--- config.mk ---
export PLATFORM = sky130hd
export DESIGN_NAME = snap_vacc_capture_ctrl_flat
export DESIGN_NICKNAME = d
export VERILOG_FILES = /design/src/rtl/snap_vacc_capture_ctrl_pkg.sv /design/src/rtl/snap_vacc_capture_ctrl_if.sv /design/src/rtl/snap_vacc_capture_ctrl_edge_det.sv /design/src/rtl/snap_vacc_capture_ctrl.sv /design/src/flat_wrapper.sv
export SDC_FILE = /design/constraint.sdc
export NUM_CORES = 1
export LEC_CHECK = 0
export CORE_MARGIN = 10
export CORE_UTILIZATION = 42
export DETAILED_ROUTE_END_ITERATION = 6
export MAX_ROUTING_LAYER = met4
export PLACE_DENSITY = 0.76
export SLEW_MARGIN = 20
export SYNTH_ARGS = -nofsm -noshare
export SYNTH_HDL_FRONTEND = slang
export SYNTH_SLANG_ARGS = --single-unit
--- constraint.sdc ---
create_clock -name user_clk -period 1.89 [get_ports user_clk]
set_input_delay 0.378 -clock user_clk [delete_from_list [all_inputs] [get_ports user_clk]]
set_output_delay 0.378 -clock user_clk [all_outputs]
set_load 0.05 [all_outputs]
--- src/rtl/snap_vacc_capture_ctrl_pkg.sv ---
// Shared definitions for the vector-accumulator snapshot capture sequencer.
package snap_ctrl_pkg;

    typedef enum logic [1:0] {
        ST_IDLE    = 2'd0,
        ST_ARMED   = 2'd1,
        ST_CAPTURE = 2'd2,
        ST_DONE    = 2'd3
    } state_e;

    localparam int ARM_BIT        = 0;
    localparam int TRIG_IMM_BIT   = 1;
    localparam int VALID_GATE_BIT = 2;

    localparam int DONE_BIT = 31;
    localparam int BUSY_BIT = 30;

endpackage

--- src/rtl/snap_vacc_capture_ctrl_if.sv ---
// Control, sample and BRAM-write signals of the snapshot capture sequencer.
interface snap_vacc_capture_ctrl_if #(
    parameter int ADDR_W = 10,
    parameter int DATA_W = 64
);
    logic [31:0]       ctrl_word;
    logic [DATA_W-1:0] din;
    logic              din_valid;
    logic              trig;
    logic [ADDR_W-1:0] bram_addr;
    logic [DATA_W-1:0] bram_data;
    logic              bram_we;
    logic [31:0]       status;

    modport master (
        output ctrl_word, din, din_valid, trig,
        input  bram_addr, bram_data, bram_we, status
    );

    modport slave (
        input  ctrl_word, din, din_valid, trig,
        output bram_addr, bram_data, bram_we, status
    );
endinterface

--- src/rtl/snap_vacc_capture_ctrl_edge_det.sv ---
// Registered rising-edge detector; no edge is reported until one real history sample exists.
module snap_edge_det (
    input  logic clk,
    input  logic rst,
    input  logic i_d,
    output logic o_rise
);
    logic r_cur;
    logic r_cur_vld;
    logic r_prev;
    logic r_prev_vld;

    // A level already high when reset releases must not look like a 0->1 edge.
    always_ff @(posedge clk) begin
        if (rst) begin
            r_cur      <= 1'b0;
            r_cur_vld  <= 1'b0;
            r_prev     <= 1'b0;
            r_prev_vld <= 1'b0;
        end else begin
            r_cur      <= i_d;
            r_cur_vld  <= 1'b1;
            r_prev     <= r_cur;
            r_prev_vld <= r_cur_vld;
        end
    end

    assign o_rise = r_cur & ~r_prev & r_prev_vld;
endmodule

--- src/rtl/snap_vacc_capture_ctrl.sv ---
// Snapshot capture sequencer: arm, trigger, fixed-length burst into BRAM, status readback.
// Optional circular pre-trigger mode is enabled with SNAP_CTRL_PRETRIG_EN.
module snap_vacc_capture_ctrl
    import snap_ctrl_pkg::*;
#(
    parameter int ADDR_W = 10,
    parameter int DATA_W = 64
) (
    input  logic                    user_clk,
    input  logic                    user_rst,
    snap_vacc_capture_ctrl_if.slave bus
);
    localparam logic [1:0] S_IDLE    = ST_IDLE;
    localparam logic [1:0] S_ARMED   = ST_ARMED;
    localparam logic [1:0] S_CAPTURE = ST_CAPTURE;
    localparam logic [1:0] S_DONE    = ST_DONE;

    localparam logic [ADDR_W:0]   FULL = {1'b1, {ADDR_W{1'b0}}};
    localparam logic [ADDR_W-1:0] LAST = {ADDR_W{1'b1}};
`ifdef SNAP_CTRL_PRETRIG_EN
    localparam logic [ADDR_W-1:0] POST_LAST = ADDR_W'((1 << (ADDR_W - 1)) - 1);
`endif

    logic              w_arm_edge;
    logic              w_qual;
    logic              w_trig_hit;
    logic              w_capturing;
    logic              w_store;
    logic              w_last;
    logic [ADDR_W:0]   w_count_next;
    logic [31:0]       w_status;
    logic              w_unused_ctrl;

    logic              r_trig_imm;
    logic              r_gate;
    logic              r_dv;
    logic              r_trig;
    logic [DATA_W-1:0] r_din;
    logic [1:0]        r_state;
    logic [ADDR_W-1:0] r_wptr;
    logic [ADDR_W:0]   r_count;
    logic              r_we;
    logic [ADDR_W-1:0] r_addr;
    logic [DATA_W-1:0] r_data;
    logic              r_done;
    logic              r_busy;
    logic [ADDR_W:0]   r_cnt_stat;
`ifdef SNAP_CTRL_PRETRIG_EN
    logic [ADDR_W-1:0] r_post;
    logic [ADDR_W-1:0] r_trig_addr;
`endif

    snap_edge_det u_arm_edge (
        .clk    (user_clk),
        .rst    (user_rst),
        .i_d    (bus.ctrl_word[ARM_BIT]),
        .o_rise (w_arm_edge)
    );

    assign w_unused_ctrl = ^bus.ctrl_word[31:3];
    assign w_qual        = ~r_gate | r_dv;
    assign w_trig_hit    = r_trig_imm | r_trig;
    assign w_capturing   = ~w_arm_edge & ((r_state == S_CAPTURE) |
                                          ((r_state == S_ARMED) & w_trig_hit));
    assign w_count_next  = (r_count == FULL) ? r_count : r_count + (ADDR_W + 1)'(1);

    // Pre-trigger mode records continuously while armed and ends after half a buffer.
`ifdef SNAP_CTRL_PRETRIG_EN
    assign w_store = ~w_arm_edge & w_qual & ((r_state == S_ARMED) | (r_state == S_CAPTURE));
    assign w_last  = (r_post == POST_LAST);
`else
    assign w_store = w_capturing & w_qual;
    assign w_last  = (r_wptr == LAST);
`endif

    always_comb begin
        w_status               = '0;
        w_status[DONE_BIT]     = r_done;
        w_status[BUSY_BIT]     = r_busy;
        w_status[ADDR_W:0]     = r_cnt_stat;
`ifdef SNAP_CTRL_PRETRIG_EN
        w_status[ADDR_W+15:16] = r_trig_addr;
`endif
    end

    // Input register, sequencer and write/status output stage; an arm edge overrides everything.
    always_ff @(posedge user_clk) begin
        if (user_rst) begin
            r_trig_imm  <= 1'b0;
            r_gate      <= 1'b0;
            r_dv        <= 1'b0;
            r_trig      <= 1'b0;
            r_din       <= '0;
            r_state     <= S_IDLE;
            r_wptr      <= '0;
            r_count     <= '0;
            r_we        <= 1'b0;
            r_addr      <= '0;
            r_data      <= '0;
            r_done      <= 1'b0;
            r_busy      <= 1'b0;
            r_cnt_stat  <= '0;
`ifdef SNAP_CTRL_PRETRIG_EN
            r_post      <= '0;
            r_trig_addr <= '0;
`endif
        end else begin
            r_trig_imm <= bus.ctrl_word[TRIG_IMM_BIT];
            r_gate     <= bus.ctrl_word[VALID_GATE_BIT];
            r_dv       <= bus.din_valid;
            r_trig     <= bus.trig;
            r_din      <= bus.din;
            r_we       <= 1'b0;
            r_done     <= (r_state == S_DONE) & ~w_arm_edge;
            r_busy     <= w_arm_edge | (r_state == S_ARMED) | (r_state == S_CAPTURE);
            r_cnt_stat <= w_arm_edge ? '0 : r_count;
            if (w_arm_edge) begin
                r_state     <= S_ARMED;
                r_wptr      <= '0;
                r_count     <= '0;
`ifdef SNAP_CTRL_PRETRIG_EN
                r_post      <= '0;
                r_trig_addr <= '0;
`endif
            end else begin
                if ((r_state == S_ARMED) && w_trig_hit) begin
                    r_state     <= S_CAPTURE;
`ifdef SNAP_CTRL_PRETRIG_EN
                    r_trig_addr <= r_wptr;
`endif
                end
                if (w_store) begin
                    r_we    <= 1'b1;
                    r_addr  <= r_wptr;
                    r_data  <= r_din;
                    r_wptr  <= r_wptr + ADDR_W'(1);
                    r_count <= w_count_next;
                    if (w_capturing) begin
`ifdef SNAP_CTRL_PRETRIG_EN
                        r_post <= r_post + ADDR_W'(1);
`endif
                        if (w_last) begin
                            r_state <= S_DONE;
                        end
                    end
                end
            end
        end
    end

    assign bus.bram_we   = r_we;
    assign bus.bram_addr = r_addr;
    assign bus.bram_data = r_data;
    assign bus.status    = w_status;
endmodule

--- src/flat_wrapper.sv ---
// flat-port wrapper written by rule: the top's interface ports become plain ports
module snap_vacc_capture_ctrl_flat import snap_ctrl_pkg::*;
#(
    parameter int ADDR_W = 10,
    parameter int DATA_W = 64
)
  (user_clk, user_rst, bus_ctrl_word, bus_din, bus_din_valid, bus_trig, bus_bram_addr, bus_bram_data, bus_bram_we, bus_status);
  snap_vacc_capture_ctrl_if #(.ADDR_W(ADDR_W), .DATA_W(DATA_W)) bus_i ();
  input  logic user_clk;
  input  logic user_rst;
  input wire logic [$bits(bus_i.ctrl_word)-1:0] bus_ctrl_word;
  input wire logic [$bits(bus_i.din)-1:0] bus_din;
  input wire logic [$bits(bus_i.din_valid)-1:0] bus_din_valid;
  input wire logic [$bits(bus_i.trig)-1:0] bus_trig;
  output wire logic [$bits(bus_i.bram_addr)-1:0] bus_bram_addr;
  output wire logic [$bits(bus_i.bram_data)-1:0] bus_bram_data;
  output wire logic [$bits(bus_i.bram_we)-1:0] bus_bram_we;
  output wire logic [$bits(bus_i.status)-1:0] bus_status;
  assign bus_i.ctrl_word = bus_ctrl_word;
  assign bus_i.din = bus_din;
  assign bus_i.din_valid = bus_din_valid;
  assign bus_i.trig = bus_trig;
  assign bus_bram_addr = bus_i.bram_addr;
  assign bus_bram_data = bus_i.bram_data;
  assign bus_bram_we = bus_i.bram_we;
  assign bus_status = bus_i.status;
  snap_vacc_capture_ctrl #(.ADDR_W(ADDR_W), .DATA_W(DATA_W)) u_core (.user_clk(user_clk), .user_rst(user_rst), .bus(bus_i));
endmodule
Word-level counts from Yosys, hierarchy flattened
Index checks and enable logic that the tools add are counted.
{"block": "word_totals", "ff_bits": 183, "inputBits": 100, "out_inout_bits": 107, "word_cells": 52}
{"block": "op_classes", "addsub": 2, "eq_ne": 5, "n_mux": 7, "bitwise": 15, "reduce_logical": 4}
{"operator": "11-bit by 1-bit adder with 11-bit output (second input constant)", "n": 1}
{"operator": "11-bit equality test (second input constant)", "n": 1}
{"operator": "10-bit by 1-bit adder with 10-bit output (second input constant)", "n": 1}
{"operator": "10-bit equality test (second input constant)", "n": 1}
{"operator": "2-bit 2-to-1 mux", "n": 4}
{"operator": "1-bit AND", "n": 6}
{"operator": "1-bit bitwise OR", "n": 5}
{"operator": "2-bit equality test (second input constant)", "n": 2}
{"operator": "1-bit NOT", "n": 4}
{"operator": "2-bit AND reduction", "n": 2}
{"operator": "1-bit 2-to-1 mux", "n": 3}
{"operator": "2-bit by 1-bit equality test with 1-bit output (second input constant)", "n": 1}
{"operator": "2-bit OR reduction", "n": 1}
{"operator": "1-bit logical AND", "n": 1}

Longest topological paths before layout
Gate-level depths: netlist (run 1).
{"block": "logic_depth", "word_depth": 8, "depth_mapped": 7, "ltp_nobuf": 5}

Modules after synthesis
A second synthesis (run 1) with hierarchy kept.
{"block": "unflattened", "hier_cells": 663, "area_unflattened_um2": 6142.1}
{"mod": "snap_vacc_capture_ctrl", "n_inst": 1, "cells_per_inst": 654, "area_each_um2": 6030.8, "seq_area_each_um2": 3583.4}
{"mod": "snap_edge_det", "n_inst": 1, "cells_per_inst": 9, "area_each_um2": 111.4, "seq_area_each_um2": 80.1}

Least setup slack after synthesis (run 1)
Ideal clock, no wire load.
{"block": "synth_path", "path_type": "reg-to-reg", "start": "register u_core.r_wptr[0]", "end": "register u_core.r_wptr[6]", "setup_ns": 0.070, "arrival_time_ns": 1.523, "t_required_ns": 1.820, "setup_slack_ns": 0.297, "stages_incl_launch_ff": 6, "path_buffers": 0, "period_less_slack_ns": 1.593, "path_cell_list": "dfxtp_1 -> ha_1 -> inv_1 -> or4_1 -> or3_1 -> a21oi_1"}
{"block": "synth_via", "elab_chain_len": 1}
{"element": "start: declaration", "line": "snap_vacc_capture_ctrl.sv:40", "source": "logic [ADDR_W-1:0] r_wptr;"}
{"element": "start signal: assignment", "line": "snap_vacc_capture_ctrl.sv:136", "source": "r_wptr <= r_wptr + ADDR_W'(1);"}
{"element": "10-bit by 1-bit adder with 10-bit output", "line": "snap_vacc_capture_ctrl.sv:136"}
Every way passes these cells.
A chain may end at the register's enable or synchronous reset.

Worst setup path in the final report (run 1)
{"block": "layout_path", "start": "register u_core.r_data[32], in the netlist u_core.bus.bram_data[32]", "end": "output bus_bram_data[32]"}
{"element": "start: declaration", "line": "snap_vacc_capture_ctrl.sv:44", "source": "logic [DATA_W-1:0] r_data;"}
{"element": "start signal: assignment", "line": "snap_vacc_capture_ctrl.sv:135", "source": "r_data <= r_din;"}
{"element": "end: declaration", "line": "flat_wrapper.sv:16", "source": "output wire logic [$bits(bus_i.bram_data)-1:0] bus_bram_data;"}
No word-level cell between the ends.

==> run_results.csv, run 1 <==
group,metric,value,unit
status,status,"completed",
sta,fin_skew,5.42,ps
logic_synthesis,synth_area_leader_cell,"dfxtp_1",
logic_synthesis,netlist_area,0.00611,mm^2
grt,antenna_found_initial,0,
logic_synthesis,syn_inst,658,
critical_path,max_stage_delay,540,ps
place,io_buffers,158,
floorplanning,die_h,141,um
critical_path,critPathBufInv,1,
critical_path,crit_path_end_kind,"output port",
sta,worst_pin_slew,507,ps
routing,wl_met1,5.55,mm
critical_path,worstPathArrival,1300,ps
final_layout,drive_gt1_share,13.2,%
logic_synthesis,yosysSeqAreaShare,59.9,%
final_layout,final_cell_mix,"dfxtp_1, nand2_1, a21oi_1",
critical_path,crit_path_max_fanout,2,
logic_synthesis,ys.warnings.count,0,
sta,relSlewSlack,66.4,%
routing,dr_wl_met2,7.10,mm
routing,routed_wirelength,14.1,mm
clock_tree,cts-root-buf,"clkbuf_16",
routing,wl_met3,1.06,mm
sta,timing.final.max_slew_violations,0,
sta,fmax,596,MHz
sta,period_share,88.7,%
place,dpl_cell_area,0.00768,mm^2
critical_path,cp_slowest_cell,"dlygate4sd2_1",
clock_tree,cts_max_level,4,
routing,ant_nets,0,
logic_synthesis,avgSynthCellArea,9.29,um^2
clock_tree,clk_pin_slew,60,ps
critical_path,cp_top_family,"buffers and inverters",
clock_tree,cts_hold_buffers,0,
grt,overflow,0,
place,place_hpwl,9.83,mm
clock_tree,cts_made_buffers,17,
grt,grt_max_degree,110,
grt,groute.usage.overall,14.1,%
routing,first_pass_iters,4,
power_and_ir_drop,leakage,0.00331,uW
final_layout,num_antenna_cells,0,
critical_path,cp.required,1510,ps
floorplanning,dieArea,0.0198,mm^2
routing,wl_per_cell,14.1,um
final_layout,final_nets,909,
floorplanning,die_w,141,um
sta,rsz0062_at_grt,"no",
routing,viasPerCell,4.63,
grt,grt_pass1_vias,4155,
floorplanning,start_util,42.5,%
critical_path,path_cells,"dlygate4sd2_1",
clock_tree,cts_tree,"done",
critical_path,crit_type,"register to output port",
clock_tree,clockBufferDepth,2,
routing,drt_first_iter_violations,267,
place,place.gp.congestion,0.798,
logic_synthesis,synth.top_cell.area_share,59.9,%
final_layout,fillCellCount,1290,
logic_synthesis,yosys-top-cells-area,"dfxtp_1, nand2_1, a21oi_1, nor2b_1, buf_4",
sta,setup_tns,0,ps
power_and_ir_drop,power.density,999,mW/mm^2
logic_synthesis,synth-seq-cells,183,
job,maxCapViolCount,0,
floorplanning,core_area,0.0144,mm^2
routing,num_vias,4643,
sta,hold_viol,0,
logic_synthesis,yosysUniqueCellTypes,37,
sta,period_needed,1680,ps
final_layout,area_delta_synth_final,35.5,%
clock_tree,cts_setup_buffers,0,
grt,grt_pass1_wl,21.9,mm
min_path,min_path_type,"primary input to register",
floorplanning,num_rows,44,
routing,highest_layer,"met4",
power_and_ir_drop,ir_worst_vdd,0.584,mV
critical_path,start_kind,"register",
routing,post-route-drc-count,0,
clock_tree,insertion_delay,420,ps
clock_tree,cts_resized,30,
sta,setup_viol,0,
final_layout,mostFrequentLayoutCell,"dfxtp_1",
floorplanning,io_pins,207,
clock_tree,clock-sinks,183,
final_layout,fin_area,0.00828,mm^2
-- final cells by class --
type                            instances  area (um^2)  share of cell area [%]
Timing Repair Buffer                  172         1550                    18.7
Sequential cell                       183         3660                    44.2
Multi-Input combinational cell        426         2170                    26.3
Inverter                                6         22.5                   0.272
Clock buffer                           23          468                    5.65
Clock inverter                          8          170                    2.05
Tap cell                              184          230                    2.78
-- registers in the layout, summed over array words and instances (netlist names), 2 cells and up --
| signal | flops |
|---|---|
| u_core.bus.bram_data | 64 |
| u_core.r_wptr | 10 |
| u_core.r_cnt_stat | 11 |
| u_core.r_count | 11 |
| u_core.r_din | 64 |
| u_core.r_state | 2 |
| u_core.bus.bram_addr | 10 |
-- cell usage after synthesis, drive strengths merged --
master     n
nand4b     1
o2111ai    1
and3b      1
nor2      12
nor4       1
a21oi     91
or3        6
and2       1
o2111a     1
and3      10
inv        6
clkbuf    24
o21a       1
nand2b     1
and4       2
nor4b      1
dfxtp    183
nand3     11
o21ai      6
o21bai     1
xnor2      2
nor3b      1
buf       37
nor2b     72
ha         3
nand4      3
nand2    156
a32o       1
mux2       4
o31ai      8
conb       1
or4        8
nand3b     1
-- worst register-to-register path: stages, from the launching register on --
cell       delay [ps]
dfxtp_1           380
nand2_1           180
o2111ai_4         160
buf_4             200
or4_1             500
a21oi_1           160
-- per-layer routing --
layer / vias to the layer above / track usage (%)
li1: 2402 / -
met1: 2094 / 15.2
met2: 117 / 22.1
met3: 30 / 5.61
met4: 0 / 7.28
met5: - / -
-- cells by family after synthesis --
| kind of cell | count (synthesis) | synth area share (%) |
|---|---|---|
| AO/OA/AOI/OAI | 110 | 9.79 |
| XOR/XNOR | 2 | 0.287 |
| adder cells (fa/ha/maj) | 3 | 0.614 |
| buffers and inverters | 67 | 5.79 |
| flip-flops | 183 | 59.9 |
| multiplexers | 4 | 0.737 |
| other | 1 | 0.0614 |
| AND/OR/NAND/NOR | 288 | 22.8 |
-- through the flow --
step           total power, uW  worst slack [ps]  util, %  std cells  hold WS, ps
6_report                  8270               213     57.6       1002          328
5_1_grt                   8590              87.7     57.6       1002          327
4_1_cts                   8350               190     57.6       1002          320
3_5_place_dp              4560               263     53.4        971          426
3_3_place_gp              4560               281     53.4        971          419
2_1_floorplan             4380               297        -        676          414
-- path summary, 6_finish.rpt --
| check | from | to | slack [ps] | cells past startpoint |
|---|---|---|---|---|
| worst max-delay path | u_core.bus.bram_data[32] | bus_bram_data[32] | 210 | 1 |
| worst min-delay path | user_rst | u_core.u_arm_edge.r_cur_vld | 330 | 3 |
| worst max register to register | u_core.r_state[1] | u_core.r_count[10] | 230 | 5 |
| worst min register to register | u_core.r_din[28] | u_core.bus.bram_data[28] | 430 | 2 |
-- power by group --
| part | leakage [uW] | internal, uW | switching (uW) | total, uW |
|---|---|---|---|---|
| sequential | 0.00149 | 3950 | 29.4 | 3980 |
| combinational | 0.00151 | 215 | 276 | 491 |
| clock | 0.000303 | 2410 | 1390 | 3790 |
Power figures use the tool's default switching activity.
==> run 2, diff against run 1 <==
--- a/config.mk
+++ b/config.mk
@@ -10,6 +10,7 @@
 export DETAILED_ROUTE_END_ITERATION = 6
 export MAX_ROUTING_LAYER = met4
 export PLACE_DENSITY = 0.76
+export SKIP_LAST_GASP = 1
 export SLEW_MARGIN = 20
 export SYNTH_ARGS = -nofsm -noshare
 export SYNTH_HDL_FRONTEND = slang
==> results of run 2 <==
Final layout, timing and power as in run 1 (identical DEF).
